File: src/rtl/sdcmd_responder_if.sv
// rtl/sdcmd_responder_if.sv - SD CMD-line responder bus bundle
// Groups everything except clock and reset:
//   CMD line      : i_ck_en (SD-clock strobe), i_cmd (line in), o_cmd_oe / o_cmd (line drive)
//   command report: o_cmd_valid, o_cmd_idx, o_cmd_arg, o_cmd_crcerr
//   response in   : i_rsp_valid / o_rsp_ready handshake, i_rsp_none, i_rsp_idx, i_rsp_arg
//   status        : o_rsp_drop (response window abandoned), o_busy
// slave = the responder, master = whoever feeds the line and answers commands.
interface sdcmd_responder_if;
    logic        i_ck_en;
    logic        i_cmd;
    logic        o_cmd_oe;
    logic        o_cmd;
    logic        o_cmd_valid;
    logic [5:0]  o_cmd_idx;
    logic [31:0] o_cmd_arg;
    logic        o_cmd_crcerr;
    logic        i_rsp_valid;
    logic        o_rsp_ready;
    logic        i_rsp_none;
    logic [5:0]  i_rsp_idx;
    logic [31:0] i_rsp_arg;
    logic        o_rsp_drop;
    logic        o_busy;

    modport slave (
        input  i_ck_en, i_cmd, i_rsp_valid, i_rsp_none, i_rsp_idx, i_rsp_arg,
        output o_cmd_oe, o_cmd, o_cmd_valid, o_cmd_idx, o_cmd_arg, o_cmd_crcerr,
               o_rsp_ready, o_rsp_drop, o_busy
    );

    modport master (
        output i_ck_en, i_cmd, i_rsp_valid, i_rsp_none, i_rsp_idx, i_rsp_arg,
        input  o_cmd_oe, o_cmd, o_cmd_valid, o_cmd_idx, o_cmd_arg, o_cmd_crcerr,
               o_rsp_ready, o_rsp_drop, o_busy
    );
endinterface

File: src/rtl/sdcmd_responder.sv
// rtl/sdcmd_responder.sv - SD device-side CMD receiver and 48-bit response transmitter
// Ports: i_clk, i_reset_n (async, active low), bus (sdcmd_responder_if.slave).
// Receives 48-bit host commands on i_cmd (sampled on i_ck_en strobes), checks CRC7,
// reports them, waits for a response decision and drives the response NCR strobes
// after the command end bit. Gives up waiting after NCR_MAX strobes.
module sdcmd_responder #(
    parameter int NCR     = 2,
    parameter int NCR_MAX = 64
) (
    input  logic                  i_clk,
    input  logic                  i_reset_n,
    sdcmd_responder_if.slave      bus
);
    localparam int CW = $clog2(NCR_MAX + 1);
    localparam logic [CW-1:0] NCR_C = CW'(NCR);
    localparam logic [CW-1:0] MAX_C = CW'(NCR_MAX);

    typedef enum logic [2:0] {IDLE, RXCMD, RSPWAIT, GAP, TXRSP} state_t;

    state_t        state;
    logic [47:0]   sh;       // rx shift register, or tx frame (bits indexed by bitcnt)
    logic [5:0]    bitcnt;   // bit position being received / transmitted
    logic [6:0]    crc;
    logic [CW-1:0] cnt;      // strobes since the command end bit
    logic          tx_end;   // end bit already on the line

    logic [46:0]   frame;    // complete received frame on the end-bit strobe (start bit dropped)
    logic [CW-1:0] cnt_nx;
    logic          tx_bit;
    logic          good;

    assign frame  = {sh[45:0], bus.i_cmd};
    assign cnt_nx = cnt + CW'(1);
    assign good   = (frame[7:1] == crc) && frame[0];

    assign bus.o_rsp_ready = (state == RSPWAIT);
    assign bus.o_busy      = (state != IDLE);

    function automatic logic [6:0] crc7_step(input logic [6:0] c, input logic b);
        logic fb;
        fb = c[6] ^ b;
        return {c[5:0], 1'b0} ^ (fb ? 7'h09 : 7'h00);
    endfunction

    // Payload bits come from sh, then the running CRC is shifted out MSB first, then the end bit.
    always_comb begin
        tx_bit = 1'b1;
        if (bitcnt >= 6'd8)
            tx_bit = sh[bitcnt];
        else if (bitcnt != 6'd0)
            tx_bit = crc[6];
    end

    always_ff @(posedge i_clk or negedge i_reset_n) begin
        if (!i_reset_n) begin
            state            <= IDLE;
            bus.o_cmd_oe     <= 1'b0;
            bus.o_cmd        <= 1'b1;
            bus.o_cmd_valid  <= 1'b0;
            bus.o_cmd_idx    <= '0;
            bus.o_cmd_arg    <= '0;
            bus.o_cmd_crcerr <= 1'b0;
            bus.o_rsp_drop   <= 1'b0;
            sh               <= '0;
            bitcnt           <= '0;
            crc              <= '0;
            cnt              <= '0;
            tx_end           <= 1'b0;
        end else begin
            bus.o_cmd_valid <= 1'b0;
            bus.o_rsp_drop  <= 1'b0;
            case (state)
                IDLE: begin
                    if (bus.i_ck_en && !bus.i_cmd) begin
                        state  <= RXCMD;
                        bitcnt <= 6'd46;
                        crc    <= '0;
                        sh     <= '0;
                    end
                end
                RXCMD: begin
                    if (bus.i_ck_en) begin
                        sh <= {sh[46:0], bus.i_cmd};
                        if (bitcnt >= 6'd8)
                            crc <= crc7_step(crc, bus.i_cmd);
                        if (bitcnt == 6'd0) begin
                            cnt <= '0;
                            if (!frame[46]) begin
                                // card-originated frame: not for us
                                state <= IDLE;
                            end else begin
                                bus.o_cmd_valid  <= 1'b1;
                                bus.o_cmd_idx    <= frame[45:40];
                                bus.o_cmd_arg    <= frame[39:8];
                                bus.o_cmd_crcerr <= !good;
                                state            <= good ? RSPWAIT : IDLE;
                            end
                        end else begin
                            bitcnt <= bitcnt - 6'd1;
                        end
                    end
                end
                RSPWAIT: begin
                    if (bus.i_ck_en)
                        cnt <= cnt_nx;
                    // a handshake wins over a timeout landing in the same cycle
                    if (bus.i_rsp_valid) begin
                        if (bus.i_rsp_none) begin
                            state <= IDLE;
                        end else begin
                            sh    <= {2'b00, bus.i_rsp_idx, bus.i_rsp_arg, 8'h01};
                            state <= GAP;
                        end
                    end else if (bus.i_ck_en && cnt_nx == MAX_C) begin
                        bus.o_rsp_drop <= 1'b1;
                        state          <= IDLE;
                    end
                end
                GAP: begin
                    if (bus.i_ck_en) begin
                        // >= covers a handshake that arrived after strobe NCR-1
                        if (cnt_nx >= NCR_C) begin
                            state        <= TXRSP;
                            bus.o_cmd_oe <= 1'b1;
                            bus.o_cmd    <= 1'b0;
                            bitcnt       <= 6'd46;
                            crc          <= '0;
                            tx_end       <= 1'b0;
                        end else begin
                            cnt <= cnt_nx;
                        end
                    end
                end
                TXRSP: begin
                    if (bus.i_ck_en) begin
                        if (tx_end) begin
                            bus.o_cmd_oe <= 1'b0;
                            bus.o_cmd    <= 1'b1;
                            state        <= IDLE;
                        end else begin
                            bus.o_cmd <= tx_bit;
                            if (bitcnt >= 6'd8)
                                crc <= crc7_step(crc, tx_bit);
                            else
                                crc <= {crc[5:0], 1'b0};
                            if (bitcnt == 6'd0)
                                tx_end <= 1'b1;
                            else
                                bitcnt <= bitcnt - 6'd1;
                        end
                    end
                end
                default: state <= IDLE;
            endcase
        end
    end
endmodule
File: src/flat_wrapper.sv
// flat-port wrapper written by rule: the top's interface ports become plain ports
module sdcmd_responder_flat 
#(
    parameter int NCR     = 2,
    parameter int NCR_MAX = 64
)
  (i_clk, i_reset_n, bus_i_ck_en, bus_i_cmd, bus_i_rsp_valid, bus_i_rsp_none, bus_i_rsp_idx, bus_i_rsp_arg, bus_o_cmd_oe, bus_o_cmd, bus_o_cmd_valid, bus_o_cmd_idx, bus_o_cmd_arg, bus_o_cmd_crcerr, bus_o_rsp_ready, bus_o_rsp_drop, bus_o_busy);
  sdcmd_responder_if bus_i ();
  input  logic i_clk;
  input  logic i_reset_n;
  input wire logic [$bits(bus_i.i_ck_en)-1:0] bus_i_ck_en;
  input wire logic [$bits(bus_i.i_cmd)-1:0] bus_i_cmd;
  input wire logic [$bits(bus_i.i_rsp_valid)-1:0] bus_i_rsp_valid;
  input wire logic [$bits(bus_i.i_rsp_none)-1:0] bus_i_rsp_none;
  input wire logic [$bits(bus_i.i_rsp_idx)-1:0] bus_i_rsp_idx;
  input wire logic [$bits(bus_i.i_rsp_arg)-1:0] bus_i_rsp_arg;
  output wire logic [$bits(bus_i.o_cmd_oe)-1:0] bus_o_cmd_oe;
  output wire logic [$bits(bus_i.o_cmd)-1:0] bus_o_cmd;
  output wire logic [$bits(bus_i.o_cmd_valid)-1:0] bus_o_cmd_valid;
  output wire logic [$bits(bus_i.o_cmd_idx)-1:0] bus_o_cmd_idx;
  output wire logic [$bits(bus_i.o_cmd_arg)-1:0] bus_o_cmd_arg;
  output wire logic [$bits(bus_i.o_cmd_crcerr)-1:0] bus_o_cmd_crcerr;
  output wire logic [$bits(bus_i.o_rsp_ready)-1:0] bus_o_rsp_ready;
  output wire logic [$bits(bus_i.o_rsp_drop)-1:0] bus_o_rsp_drop;
  output wire logic [$bits(bus_i.o_busy)-1:0] bus_o_busy;
  assign bus_i.i_ck_en = bus_i_ck_en;
  assign bus_i.i_cmd = bus_i_cmd;
  assign bus_i.i_rsp_valid = bus_i_rsp_valid;
  assign bus_i.i_rsp_none = bus_i_rsp_none;
  assign bus_i.i_rsp_idx = bus_i_rsp_idx;
  assign bus_i.i_rsp_arg = bus_i_rsp_arg;
  assign bus_o_cmd_oe = bus_i.o_cmd_oe;
  assign bus_o_cmd = bus_i.o_cmd;
  assign bus_o_cmd_valid = bus_i.o_cmd_valid;
  assign bus_o_cmd_idx = bus_i.o_cmd_idx;
  assign bus_o_cmd_arg = bus_i.o_cmd_arg;
  assign bus_o_cmd_crcerr = bus_i.o_cmd_crcerr;
  assign bus_o_rsp_ready = bus_i.o_rsp_ready;
  assign bus_o_rsp_drop = bus_i.o_rsp_drop;
  assign bus_o_busy = bus_i.o_busy;
  sdcmd_responder #(.NCR(NCR), .NCR_MAX(NCR_MAX)) u_core (.i_clk(i_clk), .i_reset_n(i_reset_n), .bus(bus_i));
endmodule
File: config.mk
export PLATFORM = sky130hd
export DESIGN_NAME = sdcmd_responder_flat
export DESIGN_NICKNAME = d
export VERILOG_FILES = /design/src/rtl/sdcmd_responder_if.sv /design/src/rtl/sdcmd_responder.sv /design/src/flat_wrapper.sv
export SDC_FILE = /design/constraint.sdc
export NUM_CORES = 1
export LEC_CHECK = 0
export CAP_MARGIN = 0
export CORE_UTILIZATION = 49
export CTS_CLUSTER_SIZE = 40
export DETAILED_ROUTE_END_ITERATION = 16
export GPL_ROUTABILITY_DRIVEN = 0
export PLACE_DENSITY_LB_ADDON = 0.25
export SYNTH_ARGS = -nofsm -noshare
export SYNTH_HDL_FRONTEND = slang
export SYNTH_SLANG_ARGS = --single-unit
File: constraint.sdc
create_clock -name i_clk -period 2.23 [get_ports i_clk]
set_input_delay 0.3345 -clock i_clk [delete_from_list [all_inputs] [get_ports i_clk]]
set_output_delay 0.3345 -clock i_clk [all_outputs]
set_load 0.05 [all_outputs]
-- After elaboration in Yosys (flattened, before gate mapping)
Index checks and enable logic that the tools add are counted.
- flip-flop bits (word level): 115
- input bits: 44
- output and inout port bits: 45
- add/subtract/negate cells: 2
- magnitude comparators: 3
- equality and inequality tests: 20
- mux-type cells: 68
- bitwise operators: 4
- reduce and logical (&&, ||, !) cells: 21
- operators by type and width (kind ; number):
    $mux 48 ; 4
    $pmux 48 s3 ; 1
    $mux 7 ; 13
    $mux 6 ; 7
    $mux 3 ; 10
    $pmux 7 s4 ; 1
    $pmux 6 s4 ; 1
    $mux 1 ; 21
    $pmux 7 s3 ; 1
    $ne 2x2->1 const B ; 8
    $reduce_and 8->1 ; 2
    $pmux 3 s5 ; 1
    $xor 7x7->7 ; 2
    $ne 2x1->1 const B ; 5
    $reduce_and 5->1 ; 2
    $reduce_bool 3->1 ; 3
    $mux 4 ; 2
    $reduce_and 4->1 ; 2
    $add 7x1->7 const B ; 1
    $eq 7x7->1 ; 1
    $eq 7x7->1 const B ; 1
    $ge 7x2->1 const B ; 1
    $lt 6x7->1 const B ; 1
    $reduce_and 7->1 ; 1
    18 further kinds ; 26

-- Logic depth before layout (Yosys ltp)
- word-level depth: 10
- gate-level depth with buffers: 12
- mapped depth without buffers: 8

-- Worst setup path before layout
OpenSTA, ideal clock, no wires.
- path kind: register to register
- start point: register u_core.bitcnt[0]
- end point: register u_core.bitcnt[4]
- library setup time: 0.084 ns
- arrival time: 2.256 ns
- setup slack: -0.110 ns
- stages on the path, launching flop included: 11
- cells stage by stage: dfrtp_1 buf_2 buf_2 inv_1 ha_1 nor2b_1 and2_0 o221ai_1 o21ai_2 or3_1 a21boi_0
- word-level cells in the longest chain between the ends: 5
- ends and longest elaborated chain (what ; line ; text):
    start, declared ; sdcmd_responder.sv:22 ; logic [5:0] bitcnt;
    start signal, assigned ; sdcmd_responder.sv:99 ; bitcnt <= bitcnt - 6'd1;
    start signal, assigned ; sdcmd_responder.sv:149 ; bitcnt <= bitcnt - 6'd1;
    $sub 6x1->6 / $logic_not 6->1 (equally long branches) ; - ;
    $mux 6 * ; sdcmd_responder.sv:86, sdcmd_responder.sv:146 ;
    $mux 6 ; sdcmd_responder.sv:136 ; if (tx_end) begin
    $mux 6 ; sdcmd_responder.sv:135 ; if (bus.i_ck_en) begin
    $pmux 6 s4 * ; sdcmd_responder.sv:72 ; case (state)
Mark *: on every way between the ends. The rest lies on a longest branch, timed or not. The select of a mux whose other input is x is not followed.
A chain may end at the register's enable or synchronous reset.

-- Worst setup path after layout
- start point: register u_core.bitcnt[0]
- end point: register u_core.crc[0]
- word-level cells in the longest chain between the ends: 10
- ends and longest elaborated chain (what ; line ; text):
    $bmux 1 s6 / $reduce_bool 6->1 (equally long branches) ; sdcmd_responder.sv:49, sdcmd_responder.sv:50 ;
    $mux 1, on equally long branches ; sdcmd_responder.sv:49, sdcmd_responder.sv:50 ;
    $mux 1 ; sdcmd_responder.sv:48 ; if (bitcnt >= 6'd8)
    $xor 1x1->1 ; sdcmd_responder.sv:41 ; fb = c[6] ^ b;
    $mux 4 ; sdcmd_responder.sv:42 ; return {c[5:0], 1'b0} ^ (fb ? 7'h09 : 7'h00);
    $xor 7x7->7 ; sdcmd_responder.sv:42 ;
    $mux 7 ; sdcmd_responder.sv:142 ; if (bitcnt >= 6'd8)
    $mux 7 ; sdcmd_responder.sv:136 ;
    $mux 7 ; sdcmd_responder.sv:135 ;
    $pmux 7 s4 ; sdcmd_responder.sv:72 ;
    end signal, assigned ; sdcmd_responder.sv:85 ; crc <= crc7_step(crc, bus.i_cmd);
    end signal, assigned ; sdcmd_responder.sv:143 ; crc <= crc7_step(crc, tx_bit);
    end signal, assigned ; sdcmd_responder.sv:145 ; crc <= {crc[5:0], 1'b0};
    end, declared ; sdcmd_responder.sv:23 ; logic [6:0] crc;
Several ways; a longest one is shown, not always the timed one. The select of a mux whose other input is x is not followed.

==> metrics.txt <==
DRC errors left 0; number of CTS-inserted buffers 17; failing checks negative setup slack; clock transition time at the flip-flop clock pins of the worst setup and hold paths 50 ps; clock root cell sky130_fd_sc_hd__clkbuf_16; vias per inst 5.82; startpoint types flop; clock insertion delay at the later pin of the skew report 410 ps; worst rel slew slack 0.639; Slew @ Worst Pin 540 ps; switching share of power 0.359; Internal Dissipation 5950 uW; arrival time at the worst endpoint 2710 ps; data required time of the worst path 2520 ps; vias in the first global route 5041; worst clock skew 7.38 ps; sequential area share after synthesis 0.508; number of port buffers 88; Antenna Diode Count 0; worst-case register-to-register setup slack -180 ps; placed cell count 867; cell area after technology mapping 5670 um2; power density over the cells 1160 nW/um2; Std-Cell Core Area 11000 um2; Avg WL per Cell 17.5 um; sequential cell fraction of total power 0.347; Unique masters post-synth 56; CTS tree done; PnR Total Power 9280 uW; Leakage 0.00361 uW; Placement Rows 38; critical path start-end classification reg2reg; clock period minus final worst setup slack 2410 ps; Detailed Route Iter0 Violations 403; aggregate global-route resource usage 0.274; flip-flop and latch count after synthesis 115; timing-limited maximum frequency 414 MHz; DIE AREA 12000 um2; clk buf depth 2; Critical R2R Launch u_core.bitcnt[0]; instance count of the mapped netlist 623; Initial Util 0.514; relative contribution of the clock network to total power 0.287; Hold Violations, Final 0; number of antenna-violating nets in the routed design 0; number of standard cells in the layout, taps in and fillers out 906; number of pins exceeding their max-slew limit in the final report 0; number of primary I/O pins 89; combinational share of power 0.366; number of enable flip-flop cells after synthesis 0; WL final 15800 um; fraction of layout instances using a drive strength above 1 0.204; area added between synthesis and finish 41.0%; share of the clock period used by the worst path after layout 1.08; worst voltage drop across the vdd grid 0.633 mV; leading cell types by total area after synthesis sky130_fd_sc_hd__dfrtp_1 (50%), sky130_fd_sc_hd__nand2_1 (9.1%), sky130_fd_sc_hd__a22oi_1 (5.4%), sky130_fd_sc_hd__a21oi_1 (4.3%), sky130_fd_sc_hd__nor2_1 (3.8%); yosys synthesis warning count 0; count of vias placed by the detailed router 5269; pre-CTS setup slack -185 ps; top flip-flop cell by instance count after synthesis sky130_fd_sc_hd__dfrtp_1; class of the worst hold path in2async; number of search-and-repair iterations in the first detailed-routing pass 5; Fill cells 813; # setup viols final 11; Die Span X 110 um; H-tree level count 4; endpoint class of the critical path flop; R2R depth 7; number of clock sinks 115; Mean Syn Cell Area 9.09 um2; status complete, but fails checks; RSZ-0062 raised after global routing true; cell taking the most area after synthesis sky130_fd_sc_hd__dfrtp_1; Layout Nets 805; final worst-path setup slack -185 ps; Synth Net Count 672; maximum number of pins on one net before global-route repair 86; DP HPWL 10000 um; number of antenna violations at the first check in global routing 0; largest fanout of any net on the critical path 5; first-pass GRT wire length 25100 um; FFs w/ async S/R, synth 1.00; max-capacitance violation count 0; switching power 3330 uW; leftover overflow at the end of global routing 0; endpoint of the lowest-slack register-to-register path u_core.crc[0]; area share of the leading cell type in the synthesized netlist 0.504; utilization of the core after routing 0.724; Die Y 110 um
[cell families (layout without fill, tap and decap cells)]
group	count (synthesis)	in the layout	synth area share
multiplexers	16	16	0.0444
flip-flops	115	115	0.508
AO/OA/AOI/OAI	161	162	0.185
AND/OR/NAND/NOR	257	257	0.195
adder cells (fa/ha/maj)	5	5	0.0110
XOR/XNOR	11	11	0.0170
buffers and inverters	58	200	0.0393
[final cells by class]
| class | count | area (um2) | share of cell area |
|---|---|---|---|
| clock buffers | 20 | 467 | 0.0584 |
| clock inverters | 9 | 108 | 0.0135 |
| inverters | 16 | 60.1 | 0.00752 |
| multi-input cells | 451 | 2810 | 0.352 |
| flip-flops and latches | 115 | 2880 | 0.361 |
| well taps | 140 | 175 | 0.0219 |
| repair buffers | 155 | 1480 | 0.186 |
[metrics by stage]
step | TNS (ps) | hold WS [ps] | cell area [um2]
after floorplan | -3.93 | 38.9 | 5690
after global placement | -179 | 331 | 7120
after detailed placement | -612 | 338 | 7120
after CTS | -423 | 451 | 7750
after global routing | -2270 | 498 | 7990
final | -937 | 441 | 7990
[how the worst max path moves through the flow]
stage	to	slack, ps	depth (start not counted)	start
3_3_place_gp	u_core.crc[0]	-100	7	u_core.bitcnt[0]
4_1_cts	u_core.crc[3]	-170	7	u_core.bitcnt[0]
3_5_place_dp	u_core.crc[3]	-180	7	u_core.bitcnt[0]
6_report	u_core.crc[0]	-180	7	u_core.bitcnt[0]
2_1_floorplan	u_core.crc[0]	-4	8	u_core.bitcnt[0]
5_1_grt	u_core.crc[0]	-270	8	u_core.bitcnt[0]
[synth_stat cells (all sizes together), types with 2 or more instances]
cell,instances
mux2,3
nor3,9
nand2b,5
nand3b,3
o211ai,3
buf,7
nand2,137
a32o,2
xnor2,10
and3,2
a21o,2
a22oi,41
mux2i,6
and2,2
o21ai,32
clkbuf,35
nor2b,4
nor2,58
or3,6
nor4b,2
o41ai,3
ha,5
mux4,7
a32oi,2
nand4,5
a21oi,49
a221oi,3
inv,16
nand3,20
o31ai,9
dfrtp,114
a41oi,2
[layout by cell type, fill, tap and decap left out, types with 9 or more instances in the layout]
master,count
sky130_fd_sc_hd__nor2_1,54
sky130_fd_sc_hd__nand3_1,19
sky130_fd_sc_hd__a22oi_1,40
sky130_fd_sc_hd__inv_1,15
sky130_fd_sc_hd__clkdlybuf4s50_1,85
sky130_fd_sc_hd__dfrtp_1,112
sky130_fd_sc_hd__clkbuf_16,17
sky130_fd_sc_hd__a21oi_1,46
sky130_fd_sc_hd__buf_4,58
sky130_fd_sc_hd__o21ai_0,24
sky130_fd_sc_hd__nand2_1,136
sky130_fd_sc_hd__xnor2_1,9
[worst max-delay path, stage by stage (launching register included)]
cell,delay (ps)
sky130_fd_sc_hd__dfrtp_2,430
sky130_fd_sc_hd__mux4_2,530
sky130_fd_sc_hd__mux2_4,280
sky130_fd_sc_hd__a32o_1,210
sky130_fd_sc_hd__and4bb_4,370
sky130_fd_sc_hd__nand2b_4,150
sky130_fd_sc_hd__a21oi_2,50
sky130_fd_sc_hd__mux2_4,270
[flip-flops by register name, summed over array words and instances, names as in the netlist]
name                     cells
u_core.bus.o_rsp_drop        1
u_core.bus.o_cmd_arg        32
u_core.crc                   7
u_core.cnt                   7
u_core.bus.o_cmd             1
u_core.bus.o_cmd_crcerr      1
u_core.tx_end                1
u_core.bus.o_cmd_valid       1
u_core.sh                   48
u_core.state                 3
u_core.bus.o_cmd_oe          1
u_core.bitcnt                6
u_core.bus.o_cmd_idx         6
[power by group through the flow]
stage | clock, uW | sequential, uW | combinational [uW]
finish | 2660 | 3220 | 3400
global route | 2780 | 3290 | 3680
CTS | 2680 | 3200 | 3150
detailed placement | 0 | 3200 | 3030
global placement | 0 | 3190 | 2930
floorplan | 0 | 3050 | 2030
[metal layers]
| layer | global-route usage | routed length [um] |
|---|---|---|
| met1 | 0.367 | 6760 |
| met2 | 0.442 | 7710 |
| met3 | 0.0599 | 1050 |
| met4 | 0.0962 | 314 |
| met5 | 0 | 0 |
[repair_timing]
action,in CTS,in global routing
hold buffers,1,0
endpoints found under the setup margin,18,24
gates cloned,1,1
buffers inserted,0,7
pin swaps,2,17
endpoints found under the hold margin,36,0
resized for setup,11,43
Power figures use the tool's default switching activity.
